[config.mk]
export PLATFORM = sky130hd
export DESIGN_NAME = pc_seq
export DESIGN_NICKNAME = d
export VERILOG_FILES = /design/src/rtl/pc_seq.sv
export SDC_FILE = /design/constraint.sdc
export NUM_CORES = 1
export LEC_CHECK = 0
export CORE_UTILIZATION = 40
export CTS_CLUSTER_SIZE = 10
export DETAILED_ROUTE_END_ITERATION = 12
export DONT_BUFFER_PORTS = 1
export PLACE_DENSITY_LB_ADDON = 0.3
export SYNTH_ARGS = -nofsm -noshare
export SYNTH_HDL_FRONTEND = slang
export SYNTH_SLANG_ARGS = --single-unit
[constraint.sdc]
create_clock -name clk -period 3.85 [get_ports clk]
set_input_delay 0.1925 -clock clk [delete_from_list [all_inputs] [get_ports clk]]
set_output_delay 0.1925 -clock clk [all_outputs]
set_load 0.02 [all_outputs]
[src/rtl/pc_seq.sv]
// ============================================================================
// pc_seq : fetch-stage PC sequencer (sequential / redirect / drain / halt)
// Rev 1.0
// ============================================================================
`default_nettype none

module pc_seq #(
  parameter logic [15:0] RESET_PC   = 16'h0000,
  parameter logic [15:0] EXC_VECTOR = 16'h0002
) (
  input  logic        clk,
  input  logic        rst,
  input  logic        imem_ready,
  input  logic        stall,
  input  logic        redir_valid,
  input  logic [15:0] redir_target,
  input  logic        siic,
  input  logic [15:0] siic_pc,
  input  logic        rti,
  input  logic        halt,
  output logic [15:0] pc,
  output logic        fetch_req,
  output logic        fetch_valid,
  output logic        flush,
  output logic [15:0] epc,
  output logic        in_exc,
  output logic        halted,
  output logic        err
);

  typedef enum logic [1:0] {
    ST_RUN   = 2'd0,
    ST_DRAIN = 2'd1,
    ST_HALT  = 2'd2
  } state_t;

  state_t      state_q, state_d;
  logic [15:0] pc_q, pc_d;
  logic [15:0] epc_q, epc_d;
  logic        in_exc_q, in_exc_d;
  logic        err_q, err_d;
  logic        valid_now;
  logic        flush_now;
  logic        redirect;

  always_comb begin
    state_d   = state_q;
    pc_d      = pc_q;
    epc_d     = epc_q;
    in_exc_d  = in_exc_q;
    err_d     = err_q;
    valid_now = 1'b0;
    flush_now = 1'b0;
    redirect  = 1'b0;

    case (state_q)
      ST_RUN, ST_DRAIN: begin
        if (siic) begin
          flush_now = 1'b1;
          if (in_exc_q) begin
            // A fault inside the handler is unrecoverable: park the core.
            err_d   = 1'b1;
            state_d = ST_HALT;
          end else begin
            epc_d    = siic_pc;
            pc_d     = EXC_VECTOR;
            in_exc_d = 1'b1;
            redirect = 1'b1;
          end
        end else if (rti) begin
          flush_now = 1'b1;
          pc_d      = epc_q;
          in_exc_d  = 1'b0;
          redirect  = 1'b1;
        end else if (redir_valid) begin
          flush_now = 1'b1;
          pc_d      = redir_target;
          redirect  = 1'b1;
        end else if (halt) begin
          state_d = ST_HALT;
        end else if (state_q == ST_DRAIN) begin
          if (imem_ready) begin
            state_d = ST_RUN;
          end
        end else if (!stall && imem_ready) begin
          valid_now = 1'b1;
          pc_d      = pc_q + 16'd2;
        end

        // The fetch in flight belongs to the old path; drain it unless it
        // completes in this very cycle.
        if (redirect) begin
          state_d = ((state_q == ST_DRAIN) || !imem_ready) ? ST_DRAIN : ST_RUN;
        end
      end
      default: begin
      end
    endcase
  end

  always_ff @(posedge clk or negedge rst) begin
    if (!rst) begin
      state_q  <= ST_RUN;
      pc_q     <= RESET_PC;
      epc_q    <= 16'h0000;
      in_exc_q <= 1'b0;
      err_q    <= 1'b0;
    end else begin
      state_q  <= state_d;
      pc_q     <= pc_d;
      epc_q    <= epc_d;
      in_exc_q <= in_exc_d;
      err_q    <= err_d;
    end
  end

  // Gated by rst so every handshake output reads 0 while reset is held.
  assign fetch_req   = rst & (state_q == ST_RUN);
  assign fetch_valid = rst & valid_now;
  assign flush       = rst & flush_now;
  assign halted      = (state_q == ST_HALT);
  assign pc          = pc_q;
  assign epc         = epc_q;
  assign in_exc      = in_exc_q;
  assign err         = err_q;

endmodule

`default_nettype wire
==> results.py <==
metrics = {
    "die": {
        "pin_count": 78,
        "fp.dieW_microns": 73.0,
        "num_rows": 25,
        "start_util_pct": 42.2,
        "die_y_microns": 73.0,
        "core-area_sq_um": 4790,
        "die-area_sq_um": 5330,
    },
    "timing": {
        "setup_viol": 0,
        "fmax_mhz": 438,
        "fin_skew_ns": 0.0120,
        "maxSlewHeadroom_pct": 39.2,
        "slew_violations": 0,
        "rsz0062_at_grt": "no",
        "tns_ns": 0,
        "fin_crit_sh_pct": 59.3,
        "tightest_slew_ns": 0.904,
        "min_period_ns": 2.28,
        "hold_viol_final": 0,
    },
    "flow_run": {
        "maxCapViolCount": 0,
    },
    "critical_path": {
        "worst-path-max-fanout": 9,
        "cp-end-kind": "flip-flop",
        "cp-startpoint": "pc[3]",
        "cp_common_cell": "or4_1",
        "critPathKind": "reg -> reg",
        "rrSetupSlack_ns": 1.57,
        "cp_slowest_cell": "or4_1",
        "worstSetupStartpointType": "flip-flop",
        "cp.arrival_ns": 2.46,
        "path_cells": "nand3_1 -> or4_1 -> or4_1 -> o2111a_1",
        "crit_end": "pc[15]",
        "slowest_delay_ns": 0.62,
        "rr_worst_depth": 4,
        "timing.rr.start": "pc[3]",
        "cp.required_ns": 4.03,
        "reg2reg_to": "pc[15]",
    },
    "clocking": {
        "post_cts_buffers": 0,
        "clkSlewWorstSetupHoldPaths_ns": 0.08,
        "cts-htree-levels": 2,
        "tritoncts": "done",
        "cts_buffers": 5,
        "cts-resized-gates": 0,
        "clkLatencyLatePin_ns": 0.30,
        "cts_root_buffer": "clkbuf_8",
        "cts_hold_buf": 4,
        "clk_path_buf_depth": 2,
        "cts.sinks": 36,
    },
    "synth": {
        "synthDistinctLibCells": 44,
        "yosysSeqAreaShare_pct": 44.6,
        "synth-seq-cells": 36,
        "yosys_warnings": 0,
        "syn_nets": 258,
        "async_flop_share_pct": 100,
        "synth_top_flop_cell": "dfrtp_1",
        "syn_inst": 217,
        "synth_edf_count": 0,
        "avgSynthCellArea_sq_um": 9.30,
        "syn-cell-area_sq_um": 2020,
    },
    "finish": {
        "drive_gt1_share_pct": 13.2,
        "final_common_cell": "dfrtp_1",
        "nets": 260,
        "layout_common_cells": "36 x dfrtp_1, 20 x nor2_1, 18 x nand2_1",
        "post-route-util_pct": 46.6,
        "num-fill-cells": 475,
        "diodes": 0,
        "area_delta_synth_final_pct": 10.4,
    },
    "routing": {
        "dr_wl_met3_microns": 462,
        "wl_met2_microns": 2520,
        "drtIter0Drc": 110,
        "num_vias": 1697,
        "routed_via_density": 5.91,
        "drc": 0,
        "highest_layer": "met4",
        "met1_length_microns": 2280,
        "ant_nets": 0,
        "dr.pass1.iters": 4,
        "route.detailed.wl_per_inst_microns": 18.6,
        "routed_wl_microns": 5350,
    },
    "worst_hold_path": {
        "hp-class": "in -> reg",
        "min_path_cells": 2,
    },
    "place": {
        "hpwl_microns": 3860,
        "portBuffers": 0,
        "place_congestion": 0.814,
    },
    "outcome": {
        "outcome": "complete, no violations",
    },
    "power": {
        "power_mw": 1.60,
        "p_leak_nw": 0.847,
        "ir_drop_uv": 363,
        "pwr_density_cell_nw_per_um2": 720,
    },
    "grt": {
        "grt_max_degree": 37,
        "grt_overflow": 0,
        "track_usage_pct": 21.6,
        "antenna_found_initial": 0,
        "grt_pass1_wl_microns": 8670,
        "grt_pass1_vias": 1635,
    },
}
critical path: cells and delay by family (launching register included):
kind	cells	cell delay [ns]
and+or+nand+nor	3	1.45
DFF	1	0.57
AOI/OAI and AO/OA	1	0.14
power breakdown:
part / switching, mW / internal (mW)
clock: 0.150 / 0.195
combinational: 0.135 / 0.172
sequential: 0.417 / 0.535
per-layer routing:
| metal | global-route usage, % | vias to the layer above |
|---|---|---|
| met3 | 7.73 | 8 |
| met5 | 0 | - |
| met2 | 32.6 | 69 |
| met1 | 28.8 | 813 |
| met4 | 6.97 | 0 |
| li1 | - | 807 |
per-stage QoR:
stage	instance area, sq um	hold WS, ns	worst slack (ns)	instances
3_5_place_dp	2060	-0.103	1.61	275
5_1_grt	2230	0.0181	1.44	287
6_report	2230	0.00776	1.57	287
2_1_floorplan	2020	-0.103	1.81	217
3_3_place_gp	2060	-0.103	1.66	275
4_1_cts	2230	0.00396	1.58	287
synthesized netlist by cell type, types with 2 or more instances:
| library cell | count | area [sq um] |
|---|---|---|
| or4_1 | 2 | 15.0 |
| nor2b_1 | 3 | 18.8 |
| buf_1 | 3 | 11.3 |
| nand3b_1 | 2 | 15.0 |
| o41ai_1 | 2 | 17.5 |
| nand2_1 | 18 | 67.6 |
| o311ai_0 | 4 | 35.0 |
| o211ai_1 | 3 | 22.5 |
| nor3_1 | 7 | 35.0 |
| nor2_1 | 20 | 75.1 |
| a21o_1 | 3 | 22.5 |
| a221oi_1 | 2 | 17.5 |
| inv_1 | 9 | 33.8 |
| o31a_1 | 2 | 17.5 |
| nor4_1 | 5 | 31.3 |
| dfrtp_1 | 36 | 901 |
| o21ai_0 | 12 | 60.1 |
| mux2_2 | 16 | 180 |
| a21oi_1 | 11 | 55.1 |
| nand3_1 | 14 | 70.1 |
| xnor2_1 | 5 | 43.8 |
| a211oi_1 | 2 | 15.0 |
| o21bai_1 | 3 | 22.5 |
| a31oi_1 | 3 | 18.8 |
| nand2b_1 | 4 | 25.0 |
| o22ai_1 | 4 | 25.0 |
| clkbuf_1 | 5 | 18.8 |
cells by family (layout without fill, tap and decap cells):
| family | count (synthesis) | in the layout | synth area share, % |
|---|---|---|---|
| xor gates and xnor gates | 5 | 5 | 2.17 |
| muxes | 17 | 17 | 9.42 |
| buffers and inverters | 19 | 22 | 3.97 |
| adders and majority gates | 1 | 1 | 0.620 |
| DFF | 36 | 36 | 44.6 |
| and+or+nand+nor | 82 | 82 | 20.1 |
| AOI/OAI and AO/OA | 57 | 57 | 19.0 |
state kept, by name, indices dropped and copies added, names as in the netlist:
register,flops
in_exc,1
err,1
pc,16
state_q,2
epc,16
how the worst min path moves through the flow:
stage                from      to  slack, ns
2_1_floorplan         rst  epc[0]      -0.10
3_3_place_gp          rst  epc[0]      -0.10
3_5_place_dp          rst  epc[0]      -0.10
4_1_cts        siic_pc[6]  epc[6]      0.004
5_1_grt        siic_pc[7]  epc[7]       0.02
6_report       siic_pc[7]  epc[7]      0.008
area by class of cell:
class / count / area (sq um) / area share [%]
Multi-Input combinational cell: 162 / 1040 / 46.5
Sequential cell: 36 / 901 / 40.4
Tap cell: 67 / 83.8 / 3.76
Clock buffer: 5 / 68.8 / 3.09
Timing Repair Buffer: 5 / 57.6 / 2.58
Clock inverter: 3 / 46.3 / 2.08
Inverter: 9 / 33.8 / 1.52
No activity file was read; power rests on OpenSTA's default activity.
